--- src/rtl/irr_pkg.sv ---
// rtl/irr_pkg.sv - shared types and level-qualify helpers for the irrigation zone controller
package irr_pkg;

    typedef enum logic [1:0] {
        ST_IDLE   = 2'd0,
        ST_SCAN   = 2'd1,
        ST_WATER  = 2'd2,
        ST_SETTLE = 2'd3
    } state_e;

    typedef enum logic {
        MODE_SPRAY = 1'b0,
        MODE_DRIP  = 1'b1
    } mode_e;

    // Probe masks over {h, m, l}: every masked probe must read wet for the mode to run.
    localparam logic [2:0] QUAL_DRIP  = 3'b001;
    localparam logic [2:0] QUAL_SPRAY = 3'b010;

    function automatic logic level_ok(input mode_e mode, input logic [2:0] hml);
        logic [2:0] q;
        q = (mode == MODE_DRIP) ? QUAL_DRIP : QUAL_SPRAY;
        return (hml & q) == q;
    endfunction

endpackage

--- src/rtl/irrigation_zone_controller_if.sv ---
// rtl/irrigation_zone_controller_if.sv - sensor and valve signal bundle for the irrigation zone controller
// slave  : controller side (sensors in, valves/status out)
// master : environment side (drives sensors, observes valves/status)
interface irrigation_zone_controller_if #(
    parameter int ZONES   = 4,
    parameter int TIMER_W = 8
);
    localparam int ZW = (ZONES > 1) ? $clog2(ZONES) : 1;

    logic               h;
    logic               m;
    logic               l;
    logic [ZONES-1:0]   us;
    logic [ZONES-1:0]   ua;
    logic               alarme;
    logic               ValvulaEntrada;
    logic [ZONES-1:0]   drip;
    logic [ZONES-1:0]   spray;
    logic [ZW-1:0]      active_zone;
    logic [TIMER_W-1:0] remaining;
    logic               busy;

    modport slave (
        input  h, m, l, us, ua,
        output alarme, ValvulaEntrada, drip, spray, active_zone, remaining, busy
    );

    modport master (
        output h, m, l, us, ua,
        input  alarme, ValvulaEntrada, drip, spray, active_zone, remaining, busy
    );
endinterface

--- src/rtl/irr_tick_gen.sv ---
// rtl/irr_tick_gen.sv - 1-second tick prescaler
// Ports: clk, rst_n (async active-low), clr (restart count), tick (one-cycle pulse every PRESCALE cycles)
module irr_tick_gen #(
    parameter int PRESCALE = 50000000
) (
    input  logic clk,
    input  logic rst_n,
    input  logic clr,
    output logic tick
);
    localparam int CW = (PRESCALE > 1) ? $clog2(PRESCALE) : 1;

    logic [CW-1:0] cnt_q, cnt_d;

    always_comb begin
        cnt_d = cnt_q + CW'(1);
        if (clr || (cnt_q == CW'(PRESCALE - 1))) begin
            cnt_d = '0;
        end
    end

    assign tick = (cnt_q == CW'(PRESCALE - 1));

    always_ff @(posedge clk or negedge rst_n) begin
        if (!rst_n) begin
            cnt_q <= '0;
        end else begin
            cnt_q <= cnt_d;
        end
    end
endmodule

--- src/rtl/irrigation_zone_controller.sv ---
// rtl/irrigation_zone_controller.sv - round-robin multi-zone irrigation controller with tank level supervision
// Ports: clk, rst_n (async active-low), bus (slave modport: h/m/l probes, us/ua zone requests,
//        alarme, ValvulaEntrada, drip/spray valves, active_zone, remaining, busy)
// Macro IRR_INLET_HYST_EN: inlet valve uses m-low/h-high hysteresis instead of plain ~h.
module irrigation_zone_controller
    import irr_pkg::*;
#(
    parameter int ZONES      = 4,
    parameter int PRESCALE   = 50000000,
    parameter int TIMER_W    = 8,
    parameter int DRIP_SEC   = 30,
    parameter int SPRAY_SEC  = 15,
    parameter int SETTLE_CYC = 8
) (
    input  logic                         clk,
    input  logic                         rst_n,
    irrigation_zone_controller_if.slave  bus
);
    localparam int ZW = (ZONES > 1) ? $clog2(ZONES) : 1;
    localparam int SW = (SETTLE_CYC > 1) ? $clog2(SETTLE_CYC) : 1;

    // Two-flop synchronisers for all sensor inputs
    logic [2:0]       hml_s1_q, hml_s2_q;
    logic [ZONES-1:0] us_s1_q, us_s2_q, ua_s1_q, ua_s2_q;

    always_ff @(posedge clk or negedge rst_n) begin
        if (!rst_n) begin
            hml_s1_q <= '0;
            hml_s2_q <= '0;
            us_s1_q  <= '0;
            us_s2_q  <= '0;
            ua_s1_q  <= '0;
            ua_s2_q  <= '0;
        end else begin
            hml_s1_q <= {bus.h, bus.m, bus.l};
            hml_s2_q <= hml_s1_q;
            us_s1_q  <= bus.us;
            us_s2_q  <= us_s1_q;
            ua_s1_q  <= bus.ua;
            ua_s2_q  <= ua_s1_q;
        end
    end

    logic h_s, m_s, l_s;
    assign h_s = hml_s2_q[2];
    assign m_s = hml_s2_q[1];
    assign l_s = hml_s2_q[0];

    // Registered state
    state_e             state_q, state_d;
    mode_e              mode_q, mode_d;
    logic [ZW-1:0]      rr_ptr_q, rr_ptr_d;
    logic [ZW-1:0]      zone_q, zone_d;
    logic [SW-1:0]      settle_cnt_q, settle_cnt_d;
    logic [TIMER_W-1:0] remaining_q, remaining_d;
    logic               alarme_q, alarme_d;
    logic               inlet_q, inlet_d;
    logic [ZONES-1:0]   drip_q, drip_d, spray_q, spray_d;
    logic [ZW-1:0]      active_zone_q, active_zone_d;
    logic               busy_q, busy_d;

    logic tick, tick_clr;

    irr_tick_gen #(.PRESCALE(PRESCALE)) u_tick (
        .clk   (clk),
        .rst_n (rst_n),
        .clr   (tick_clr),
        .tick  (tick)
    );

    function automatic logic [ZW-1:0] next_zone(input logic [ZW-1:0] z);
        return (z == ZW'(ZONES - 1)) ? '0 : z + ZW'(1);
    endfunction

    // Probe fault: a wetter probe reads wet while the one below it reads dry
    assign alarme_d = (h_s & ~m_s) | (m_s & ~l_s);

`ifdef IRR_INLET_HYST_EN
    always_comb begin
        inlet_d = inlet_q;
        if (alarme_d) begin
            inlet_d = 1'b0;
        end else if (!m_s) begin
            inlet_d = 1'b1;
        end else if (h_s) begin
            inlet_d = 1'b0;
        end
    end
`else
    assign inlet_d = ~h_s & ~alarme_d;
`endif

    // First requesting zone at or after rr_ptr, wrapping; lowest offset wins.
    logic          found;
    logic [ZW-1:0] sel;
    logic [ZW-1:0] idx;
    mode_e         sel_mode;

    always_comb begin
        found = 1'b0;
        sel   = rr_ptr_q;
        idx   = '0;
        for (int i = ZONES - 1; i >= 0; i--) begin
            idx = ZW'((int'(rr_ptr_q) + i) % ZONES);
            if (us_s2_q[idx]) begin
                found = 1'b1;
                sel   = idx;
            end
        end
    end

    assign sel_mode = ua_s2_q[sel] ? MODE_DRIP : MODE_SPRAY;

    always_comb begin
        state_d      = state_q;
        mode_d       = mode_q;
        rr_ptr_d     = rr_ptr_q;
        zone_d       = zone_q;
        settle_cnt_d = settle_cnt_q;
        remaining_d  = remaining_q;
        tick_clr     = 1'b0;

        case (state_q)
            ST_IDLE: begin
                if ((|us_s2_q) && !alarme_q) begin
                    state_d = ST_SCAN;
                end
            end
            ST_SCAN: begin
                if (alarme_q || !found) begin
                    state_d = ST_IDLE;
                end else if (level_ok(sel_mode, hml_s2_q)) begin
                    state_d     = ST_WATER;
                    zone_d      = sel;
                    mode_d      = sel_mode;
                    remaining_d = (sel_mode == MODE_DRIP) ? TIMER_W'(DRIP_SEC) : TIMER_W'(SPRAY_SEC);
                    tick_clr    = 1'b1;
                end else begin
                    // Skipped zone still advances the pointer so a low tank cannot pin it.
                    rr_ptr_d = next_zone(sel);
                    state_d  = ST_IDLE;
                end
            end
            ST_WATER: begin
                if (alarme_q || !level_ok(mode_q, hml_s2_q)) begin
                    state_d      = ST_SETTLE;
                    settle_cnt_d = '0;
                    remaining_d  = '0;
                end else if (tick) begin
                    if (remaining_q <= TIMER_W'(1)) begin
                        state_d      = ST_SETTLE;
                        settle_cnt_d = '0;
                        remaining_d  = '0;
                    end else begin
                        remaining_d = remaining_q - TIMER_W'(1);
                    end
                end
            end
            ST_SETTLE: begin
                if (settle_cnt_q == SW'(SETTLE_CYC - 1)) begin
                    state_d  = ST_IDLE;
                    rr_ptr_d = next_zone(zone_q);
                end else begin
                    settle_cnt_d = settle_cnt_q + SW'(1);
                end
            end
            default: begin
                state_d = ST_IDLE;
            end
        endcase
    end

    // Outputs derive from the next state so valve and busy rise on the same edge.
    always_comb begin
        drip_d        = '0;
        spray_d       = '0;
        busy_d        = (state_d == ST_WATER) || (state_d == ST_SETTLE);
        active_zone_d = busy_d ? zone_d : '0;
        if (state_d == ST_WATER) begin
            if (mode_d == MODE_DRIP) begin
                drip_d[zone_d] = 1'b1;
            end else begin
                spray_d[zone_d] = 1'b1;
            end
        end
    end

    always_ff @(posedge clk or negedge rst_n) begin
        if (!rst_n) begin
            state_q       <= ST_IDLE;
            mode_q        <= MODE_SPRAY;
            rr_ptr_q      <= '0;
            zone_q        <= '0;
            settle_cnt_q  <= '0;
            remaining_q   <= '0;
            alarme_q      <= 1'b0;
            inlet_q       <= 1'b0;
            drip_q        <= '0;
            spray_q       <= '0;
            active_zone_q <= '0;
            busy_q        <= 1'b0;
        end else begin
            state_q       <= state_d;
            mode_q        <= mode_d;
            rr_ptr_q      <= rr_ptr_d;
            zone_q        <= zone_d;
            settle_cnt_q  <= settle_cnt_d;
            remaining_q   <= remaining_d;
            alarme_q      <= alarme_d;
            inlet_q       <= inlet_d;
            drip_q        <= drip_d;
            spray_q       <= spray_d;
            active_zone_q <= active_zone_d;
            busy_q        <= busy_d;
        end
    end

    assign bus.alarme         = alarme_q;
    assign bus.ValvulaEntrada = inlet_q;
    assign bus.drip           = drip_q;
    assign bus.spray          = spray_q;
    assign bus.active_zone    = active_zone_q;
    assign bus.remaining      = remaining_q;
    assign bus.busy           = busy_q;
endmodule

--- src/flat_wrapper.sv ---
// flat-port wrapper written by rule: the top's interface ports become plain ports
module irrigation_zone_controller_flat import irr_pkg::*;
#(
    parameter int ZONES      = 4,
    parameter int PRESCALE   = 50000000,
    parameter int TIMER_W    = 8,
    parameter int DRIP_SEC   = 30,
    parameter int SPRAY_SEC  = 15,
    parameter int SETTLE_CYC = 8
)
  (clk, rst_n, bus_h, bus_m, bus_l, bus_us, bus_ua, bus_alarme, bus_ValvulaEntrada, bus_drip, bus_spray, bus_active_zone, bus_remaining, bus_busy);
  irrigation_zone_controller_if #(.ZONES(ZONES), .TIMER_W(TIMER_W)) bus_i ();
  input  logic clk;
  input  logic rst_n;
  input wire logic [$bits(bus_i.h)-1:0] bus_h;
  input wire logic [$bits(bus_i.m)-1:0] bus_m;
  input wire logic [$bits(bus_i.l)-1:0] bus_l;
  input wire logic [$bits(bus_i.us)-1:0] bus_us;
  input wire logic [$bits(bus_i.ua)-1:0] bus_ua;
  output wire logic [$bits(bus_i.alarme)-1:0] bus_alarme;
  output wire logic [$bits(bus_i.ValvulaEntrada)-1:0] bus_ValvulaEntrada;
  output wire logic [$bits(bus_i.drip)-1:0] bus_drip;
  output wire logic [$bits(bus_i.spray)-1:0] bus_spray;
  output wire logic [$bits(bus_i.active_zone)-1:0] bus_active_zone;
  output wire logic [$bits(bus_i.remaining)-1:0] bus_remaining;
  output wire logic [$bits(bus_i.busy)-1:0] bus_busy;
  assign bus_i.h = bus_h;
  assign bus_i.m = bus_m;
  assign bus_i.l = bus_l;
  assign bus_i.us = bus_us;
  assign bus_i.ua = bus_ua;
  assign bus_alarme = bus_i.alarme;
  assign bus_ValvulaEntrada = bus_i.ValvulaEntrada;
  assign bus_drip = bus_i.drip;
  assign bus_spray = bus_i.spray;
  assign bus_active_zone = bus_i.active_zone;
  assign bus_remaining = bus_i.remaining;
  assign bus_busy = bus_i.busy;
  irrigation_zone_controller #(.ZONES(ZONES), .PRESCALE(PRESCALE), .TIMER_W(TIMER_W), .DRIP_SEC(DRIP_SEC), .SPRAY_SEC(SPRAY_SEC), .SETTLE_CYC(SETTLE_CYC)) u_core (.clk(clk), .rst_n(rst_n), .bus(bus_i));
endmodule
--- config.mk ---
export PLATFORM = sky130hd
export DESIGN_NAME = irrigation_zone_controller_flat
export DESIGN_NICKNAME = d
export VERILOG_FILES = /design/src/rtl/irr_pkg.sv /design/src/rtl/irrigation_zone_controller_if.sv /design/src/rtl/irr_tick_gen.sv /design/src/rtl/irrigation_zone_controller.sv /design/src/flat_wrapper.sv
export SDC_FILE = /design/constraint.sdc
export NUM_CORES = 1
export LEC_CHECK = 0
export ABC_AREA = 1
export CORE_ASPECT_RATIO = 2
export CORE_UTILIZATION = 58
export DETAILED_ROUTE_END_ITERATION = 6
export PLACE_DENSITY = 0.92
export SLEW_MARGIN = 40
export SYNTH_ARGS = -nofsm -noshare
export SYNTH_HDL_FRONTEND = slang
export SYNTH_SLANG_ARGS = --single-unit
--- constraint.sdc ---
create_clock -name clk -period 2.89 [get_ports clk]
set_clock_uncertainty 0.2 [all_clocks]
set_input_delay 0.7225 -clock clk [delete_from_list [all_inputs] [get_ports clk]]
set_output_delay 0.7225 -clock clk [all_outputs]
set_load 0.01 [all_outputs]
Yosys cells after proc, flatten, opt, wreduce, memory -nomap -nowiden
Cells that the tools add are included.

storage, ports and cells
  output and inout port bits = 21
  register bits after elaboration = 79

operators by class
  bitwise logic cells = 10
  reductions and logical operators = 17
  $lt $le $gt $ge = 8
  eq/ne operators = 18
  multiplexer cells = 64
  $add $sub $neg = 8

operators with widths
  kind                   count
  $mux 2                 22
  $mux 8                 5
  $add 26x1->26 const B  1
  $eq 26x26->1 const B   1
  $mux 26                1
  $lt 2x3->1 const B     6
  $mux 1                 17
  $mux 4                 4
  $pmux 8 s2             1
  $eq 2x2->1 const B     6
  $mux 3                 4
  $reduce_and 4->1       3
  $bmux 1 s2             5
  $le 8x1->1 const B     1
  $pmux 2 s4             1
  $sub 8x1->8 const B    1
  $add 2x1->2 const B    3
  $and 3x3->3            2
  $eq 3x3->1             2
  $ne 2x2->1 const B     3
  $ne 3x1->1 const B     2
  $pmux 3 s2             1
  $reduce_bool 2->1      3
  $mux 5                 1
  16 further kinds       29

Logic depth before layout (Yosys ltp)
Gate-level depths: netlist of the first run.

  word-level depth = 22
  gate-level depth with buffers = 20

Hierarchy
A second synthesis of the first run with hierarchy kept.

unflattened totals
  cells, all modules = 494
  area total of the unflattened synthesis = 4,016.4 µm²

by module, submodules not included
  module                      sequential area each (µm²)  cells each  instances  area an instance (µm²)
  irrigation_zone_controller  1,326.3                     266         1          2,427.3
  irr_tick_gen                650.6                       228         1          1,589.0

Worst setup path after synthesis of the first run
No wires, ideal clock.

  path kind = flip-flop to flip-flop
  start = register u_core.u_tick.cnt_q[0]
  end = register u_core.u_tick.cnt_q[24]
  path slack = 609 ps
  setup time = 86 ps
  cell stages (with the launch flop) = 12
  arrival time = 1,995 ps
  path through = dfrtp_1 ha_1 nand2_1 nor2_1 inv_1 nor3_1 nand2_1 nor2_1 nand3_1 nor4_1 a21oi_1 nor3_1

on the way
  word-level cells in the longest chain between the ends = 3
  elaborated cells between the ends (all ways) = 4
  classes of those cells = add/sub: 1; eq/ne: 1; mux: 1; reduce/logical: 1

RTL lines
  element                                                                line                text
  start: declaration                                                     irr_tick_gen.sv:13  logic [CW-1:0] cnt_q, cnt_d;
  start signal: assignment                                               irr_tick_gen.sv:28  cnt_q <= cnt_d;
  parallel branches: the longest is 2 deep, another holds $add 26x1->26  n/a
  $mux 26 (*)                                                            irr_tick_gen.sv:17  if (clr || (cnt_q == CW'(PRESCALE - 1))) begin
  net u_core.u_tick.cnt_d[24]                                            irr_tick_gen.sv:13

Mark *: on every way through the listed nets, which the timed path passes.
A chain may end at the register's enable or synchronous reset.

Worst setup path in the final report of the first run
  start = register u_core.rr_ptr_q[0]
  end = register u_core.spray_q[2] (netlist: u_core.bus.spray[2])

on the way
  word-level cells in the longest chain between the ends = 22
  elaborated cells between the ends (all ways) = 44
  classes of those cells = add/sub: 3; order compare: 2; eq/ne: 2; mux: 33; bitwise: 1; reduce/logical: 3

RTL lines
  element                                                                line                               text
  start: declaration                                                     irrigation_zone_controller.sv:52   logic [ZW-1:0] rr_ptr_q, rr_ptr_d;
  start signal: assignment                                               irrigation_zone_controller.sv:205  rr_ptr_q <= rr_ptr_d;
  $add 2x2->2                                                            irrigation_zone_controller.sv:104  idx = ZW'((int'(rr_ptr_q) + i) % ZONES);
  $bmux 1 s2                                                             irrigation_zone_controller.sv:105  if (us_s2_q[idx]) begin
  $mux 1 (implied by the code)                                           irrigation_zone_controller.sv:105
  $mux 2 (4 in a row)                                                    irrigation_zone_controller.sv:105
  $bmux 1 s2                                                             irrigation_zone_controller.sv:112  assign sel_mode = ua_s2_q[sel] ? MODE_DRIP : MODE_SPRAY;
  $mux 1 (implied by the code)                                           irrigation_zone_controller.sv:112
  $mux 1                                                                 irrigation_zone_controller.sv:112
  $mux 2                                                                 irr_pkg.sv:22                      q = (mode == MODE_DRIP) ? QUAL_DRIP : QUAL_SPRAY;
  (+5 left out)                                                          n/a
  net u_core.zone_d[1]                                                   irrigation_zone_controller.sv:53   logic [ZW-1:0] zone_q, zone_d;
  $lt 2x3->1 (implied by the code) / $ge 2x1->1 (equally long branches)  irrigation_zone_controller.sv:183  spray_d[zone_d] = 1'b1;
  $logic_and 1x1->1 (implied by the code)                                irrigation_zone_controller.sv:183
  $mux 1 (implied by the code)                                           irrigation_zone_controller.sv:183
  $demux 1 s2 (*)                                                        n/a
  $mux 4 (*)                                                             irrigation_zone_controller.sv:180  if (mode_d == MODE_DRIP) begin
  $mux 4 (*)                                                             irrigation_zone_controller.sv:179  if (state_d == ST_WATER) begin
  net u_core.spray_d[2]                                                  irrigation_zone_controller.sv:58   logic [ZONES-1:0] drip_q, drip_d, spray_q, spray_d;
  end signal: assignment                                                 irrigation_zone_controller.sv:212  spray_q <= spray_d;
  end: declaration                                                       irrigation_zone_controller.sv:58

The timed path passes the listed nets; every way through them passes the cells marked *. The select of a mux whose other input is x is not followed.

==> results of run 1 <==
placed cells by master, fill, tap and decap left out, types with 2 or more instances in the layout:
cell and count:
inv_1 60, nor4_2 2, nand3_1 37, nand2_4 9
o21ai_0 13, nor2_2 2, clkbuf_16 9, buf_4 4
nor2_1 54, nor3_1 13, nand4_1 12, nand3_2 4
ha_1 10, a22oi_1 2, o211ai_1 2, a21oi_1 12
nor4_1 8, o21ai_1 2, xor2_1 14, inv_2 3
dfrtp_1 78, inv_6 2, nor3b_1 4, clkdlybuf4s50_1 32
clkbuf_8 2, nand2_2 12, nor3_2 7, clkinvlp_4 2
nand3_4 3, nand2_1 81
worst max-delay path: cells and delay by family, from the launching register on:
| kind | cells | cell delay [ps] |
|---|---|---|
| AOI/OAI and AO/OA | 1 | 200 |
| buffers and inverters | 2 | 170 |
| DFF | 1 | 500 |
| and+or+nand+nor | 14 | 1500 |
per-layer routing:
layer	vias up	wire [um]	GRT usage, %
met5	-	0	0
met3	46	351	7.81
met1	1607	3000	29.2
met4	0	487	17.8
met2	154	5220	50.1
li1	1598	-	-
where the power goes:
| part | switching, W | internal, W | total [W] |
|---|---|---|---|
| combinational | 0.00139 | 0.000742 | 0.00213 |
| sequential | 0.000186 | 0.00131 | 0.00150 |
| clock | 0.000436 | 0.000629 | 0.00107 |
cell families after synthesis:
| logic type | Yosys count |
|---|---|
| xor gates and xnor gates | 15 |
| adders and majority gates | 10 |
| and+or+nand+nor | 250 |
| buffers and inverters | 71 |
| AOI/OAI and AO/OA | 39 |
| DFF | 79 |
sequential cells by signal (all words and copies together), names as in the netlist, 2 cells and up:
| signal | flops |
|---|---|
| u_core.u_tick.cnt_q | 26 |
| u_core.bus.remaining | 8 |
| u_core.bus.drip | 4 |
| u_core.bus.spray | 4 |
| u_core.ua_s1_q | 4 |
| u_core.ua_s2_q | 4 |
| u_core.us_s1_q | 4 |
| u_core.us_s2_q | 4 |
| u_core.hml_s1_q | 3 |
| u_core.hml_s2_q | 3 |
| u_core.settle_cnt_q | 3 |
| u_core.bus.active_zone | 2 |
| u_core.rr_ptr_q | 2 |
| u_core.state_q | 2 |
| u_core.zone_q | 2 |
cell usage after synthesis:
cell type  instances
nor2_1            54
inv_2              3
clkbuf_1           1
a21oi_1           12
nor3_1            13
inv_8              1
nand4_2            1
and2_4             1
nand4_1           12
buf_6              2
nand2_2           12
nand3_1           37
xnor2_1            1
nor3_2             7
o31ai_1            1
nor4_1             9
a31oi_1            1
a21oi_4            1
nand2_4            9
o21ai_1            2
inv_1             60
nand3_2            4
a22oi_1            2
inv_6              1
o21ai_0           13
a32oi_1            1
nor3b_1            4
nand2_1           81
nand3_4            3
a211oi_1           1
buf_2              3
nor2_2             2
a21oi_2            1
ha_1              10
xor2_1            14
dfrtp_1           79
a41oi_2            1
o211ai_1           2
o21a_1             1
nor4_2             1
metrics by stage:
stage | utilization, % | hold WS [ps] | area [um2] | cells
2_1_floorplan | - | 131 | 4080 | 464
3_3_place_gp | 67.2 | 133 | 4520 | 583
3_5_place_dp | 67.2 | 135 | 4520 | 583
4_1_cts | 71.4 | 149 | 4800 | 599
5_1_grt | 71.5 | 159 | 4810 | 599
6_report | 71.5 | 142 | 4810 | 599
final timing paths:
path | start | depth (start not counted) | endpoint | slack (ps)
max reg2reg | u_core.rr_ptr_q[0] | 17 | u_core.bus.spray[2] | 250
min in group clk | u_core.us_s1_q[0] | 0 | u_core.us_s2_q[0] | 150
min reg2reg | u_core.us_s1_q[0] | 0 | u_core.us_s2_q[0] | 150
min | rst_n | 1 | u_core.us_s2_q[2] | 140
max | u_core.rr_ptr_q[0] | 17 | u_core.bus.spray[2] | 250
max in group asynchronous | rst_n | 2 | u_core.u_tick.cnt_q[15] | 1770
what timing repair did:
action | 4_1_cts | 5_1_grt
resized for setup | 0 | 2
endpoints found under the setup margin | 0 | 19
setup buffers | 0 | 0
cell type report:
type                    count  area, um2  share of cell area [%]
well taps                  88        110                    2.29
inverters                  65        256                    5.33
repair buffers             37        370                    7.70
flip-flops and latches     79       1980                    41.1
clock inverters             4       28.8                   0.598
multi-input cells         314       1810                    37.6
clock buffers              12        256                    5.33
==> metrics.txt, run 1 <==
area leader, netlist dfrtp_1; main area contributors after synthesis dfrtp_1, nand2_1, inv_1, nor2_1, nand3_1; status complete, no violations; Lkg Pwr between 2 and 2.5 nW; DR DRC count 0; DP Worst Slack between 200 and 250 ps; Mean Syn Cell Area 8.79 um2; largest stage delay on the critical path 500 ps; Total Routed Length 9060 um; first-pass GRT wire length around 15000 um; post-synthesis compound-gate area fraction 5.98%; H-tree levels 3; setup_tns 0 ps; critical path class reg2reg; synth unique cells 40; endpoint type of the worst setup path flip-flop; Top cell by count, worst path nand2_1; initial antenna violation count 0; global route total overflow 0; Mapped Area 4080 um2; Die Y 121 um; Post-Synth XOR/XNOR Area 3.22%; core footprint 6730 um2; Slowest cell on crit path dfrtp_2; clock buffer count from CTS 9; Antenna Cells 0; Synth Area in Simple Gates 32.0%; largest net degree at the start of global routing 44; type of the most critical hold path in2async; crit path cell chain inv_8 > nand2_1 > nand2_1 > nand2_1 > nand2_1 > inv_2 > nand3_1 > nand2_1 > a21oi_2 > nand3_1 > nand3_2 > nand2_4 > nand3_4 > nand2_1 > nand2_1 > nand3_1 > nor2_1; cell area power density 976 nW/um2; largest vdd supply drop 0.682 mV; layout cells sized above 1 13.7%; Final setup viols 0; arrival time at the worst endpoint ~2700 ps; RePlAce Congestion about 0.91; Synth top area share roughly 48%; clk slew on worst S/H paths 60 ps; Final min period 2640 ps; Max Clock Freq 379 MHz; starting density of the core 60.6%; Crit Path Max Fanout 9; Post-Synth Adder-Cell Area 3.07%; vias in the first global route roughly 3400; cell row count between 40 and 50; PortBufs 33; final setup margin 248 ps; I/O pins 34; initial DRC count 237; Slew @ Worst Pin 615 ps; synthesized instance count between 400 and 500; Final #Nets 529; fillers 478; post-synthesis register bit count 79; Critical Path RT just under 3000 ps; Final Hold Viols 0; Net Count, Synth slightly below 500; slew margin rel. approximately 59%; Worst-Skew Late Latency 340 ps; Routed wire per std cell 15.1 um; final period utilization about 91%; final antenna-violating net count 0; RSZ-0062 raised after global routing no; Total GRT Usage between 20% and 30%; Max Cap Violations 0; TritonCTS clock tree yes; main combinational cell family by area after synthesis simple AND/OR/NAND/NOR gates; DPL Wire Length 6530 um; First-pass DRT Iterations 5; Setup crit start kind flip-flop; root buffer cell clkbuf_16; DR vias 3405; total power approximately 0.0047 W; yosys warns 0; DR vias/cell around 5.7; Clock Sinks 79; die area 7390 um2; sequential element share of the synthesized area 48.5%; mux share of post-synthesis cell area 0%; Layout area overhead 17.9%; Hold Buf Count CTS 0; Die X-Extent 61.3 um; CTS max path bufs 2; count of pins over their slew limit 0
Power figures use the tool's default switching activity.
==> run 2: changes to the inputs <==
--- a/config.mk
+++ b/config.mk
@@ -7,9 +7,9 @@
 export LEC_CHECK = 0
 export ABC_AREA = 1
 export CORE_ASPECT_RATIO = 2
-export CORE_UTILIZATION = 58
+export CORE_UTILIZATION = 47
 export DETAILED_ROUTE_END_ITERATION = 6
-export PLACE_DENSITY = 0.92
+export PLACE_DENSITY = 0.79
 export SLEW_MARGIN = 40
 export SYNTH_ARGS = -nofsm -noshare
 export SYNTH_HDL_FRONTEND = slang
==> run 2 against run 1 <==
Effect of this change: combinational power is essentially flat; wire length shrank 5.0%; critical path depth shrank 2; power shrank 0.97%; global-route usage shrank 7.2 points; final cell count grew 1.5%; largest cell class unchanged; highest routed layer unchanged.
==> metrics.txt, run 2 (synthesis results as in run 1) <==
TritonCTS clock tree yes; commonest non-fill, non-tap cell in the layout nand2_1; sequential share of power 32.1%; Max Clock Freq 379 MHz; Most flops, register u_core.u_tick.cnt_q; Max Cap Violations 0; Final min period 2640 ps; Total GRT Usage 21.8%; root buffer cell clkbuf_16; Worst-Skew Late Latency 330 ps; Routed wire per std cell 14.1 um; hold_ws between 90 and 100 ps; first-pass GRT wire length approximately 15000 um; arrival time at the worst endpoint 2680 ps; Top cell by count, worst path nand2_1; crit path cell chain inv_8 > nand2_1 > nand2_1 > nand2_1 > nand2_1 > inv_2 > nand2_4 > nand3_4 > nand2_4 > nand2_2 > nand3_2 > nand3_2 > nand3_1 > nand4_2 > o21ai_0; count of pins over their slew limit 0; cell area power density 966 nW/um2; Lkg Pwr 2.21 nW; most frequent cells in the layout nand2_1, dfrtp_1, inv_1; DR vias/cell between 5 and 6; fin area roughly 4800 um2; Critical Path RT 2920 ps; final period utilization between 90% and 100%; critical path class reg2reg; layout cells sized above 1 13.3%; starting density of the core 48.8%; Post-CTS Setup Bufs 0; clock buffer count from CTS 9; core footprint 8350 um2; Logic pwr share 45.1%; final antenna-violating net count 0; Setup crit start kind flip-flop; cell row count 47; status complete, no violations; RSZ-0062 raised after global routing no; Slew @ Worst Pin 529 ps; global route total overflow 0; Clk pwr share a little under a quarter; max FFs per register 26; placed cell areas 4520 um2; clk slew on worst S/H paths 60 ps; Antenna Cells 0; largest vdd supply drop 0.584 mV; Die Y 134 um; Total Routed Length about 8600 um; endpoint type of the worst setup path flip-flop; initial DRC count 149; P_int between 0.002 and 0.003 W; Crit Path Max Fanout 16; CTS resizes 0; final setup margin 249 ps; Final Hold Viols 0; slew margin rel. 64.5%; DP Worst Slack 187 ps; Die X-Extent 67.9 um; largest net degree at the start of global routing 54; Final setup viols 0; Layout area overhead 17.9%; DPL Wire Length 6460 um; type of the most critical hold path in2async; First-pass DRT Iterations 4; fillers 732; RePlAce Congestion 0.900; largest stage delay on the critical path approximately 500 ps; vias in the first global route 3445; Clock Sinks 79; PortBufs 33; NetSw 0.00197 W; Hold Buf Count CTS 0; H-tree levels 3; I/O pins 34; Slowest cell on crit path dfrtp_2; die area 9080 um2; initial antenna violation count 0; CTS max path bufs 2; Final #Nets 528; setup_tns 0 ps; sw frac 42.4%; DR vias 3215; DR DRC count 0
==> run 2: power groups by stage <==
stage / Clock [W] / Sequential (W) / Combinational (W)
after global routing: 0.00113 / 0.00152 / 0.00233
after floorplan: 0 / 0.00148 / 0.00158
final: 0.00106 / 0.00149 / 0.00210
after global placement: 0 / 0.00150 / 0.00200
after detailed placement: 0 / 0.00150 / 0.00207
after CTS: 0.00108 / 0.00149 / 0.00209
==> run 2: metal layers <==
metal | GRT usage (%) | part of all wire (%) | wire, um | vias up
met5 | 0 | 0 | 0 | -
met4 | 15.6 | 6.2 | 533 | 0
met3 | 5.05 | 2.6 | 227 | 39
met2 | 38.7 | 55 | 4760 | 73
met1 | 20.6 | 36 | 3070 | 1508
li1 | - | - | - | 1595
==> run 2: worst max-delay path, delay by kind of cell (launching register included) <==
family                 cells  cell delay, ps
AOI/OAI and AO/OA          1             300
buffers and inverters      2             170
DFF                        1             500
and+or+nand+nor           12            1360
==> run 2: cell type report <==
cell class | count | area [um2] | share of cell area, %
inverters | 65 | 256 | 5.33
well taps | 98 | 123 | 2.55
multi-input cells | 314 | 1800 | 37.5
clock inverters | 4 | 30.0 | 0.624
clock buffers | 12 | 256 | 5.33
flip-flops and latches | 79 | 1980 | 41.1
repair buffers | 36 | 363 | 7.54
==> run 2: final timing paths <==
| path | startpoint | slack (ps) | to | cells past startpoint |
|---|---|---|---|---|
| setup / recovery | u_core.rr_ptr_q[0] | 250 | u_core.bus.remaining[6] | 15 |
| hold / removal | rst_n | 90 | u_core.us_s2_q[1] | 1 |
| setup reg to reg | u_core.rr_ptr_q[0] | 250 | u_core.bus.remaining[6] | 15 |
| hold reg to reg | u_core.ua_s1_q[3] | 140 | u_core.ua_s2_q[3] | 0 |
| max in group asynchronous | rst_n | 1810 | u_core.bus.remaining[6] | 2 |
| min in group clk | u_core.ua_s1_q[3] | 140 | u_core.ua_s2_q[3] | 0 |
==> run 2: metrics by stage <==
step	util (%)	instances	total power, W
2_1_floorplan	-	464	0.00306
3_3_place_gp	54.2	592	0.00349
3_5_place_dp	54.2	592	0.00358
4_1_cts	57.6	608	0.00467
5_1_grt	57.6	608	0.00498
6_report	57.6	608	0.00465
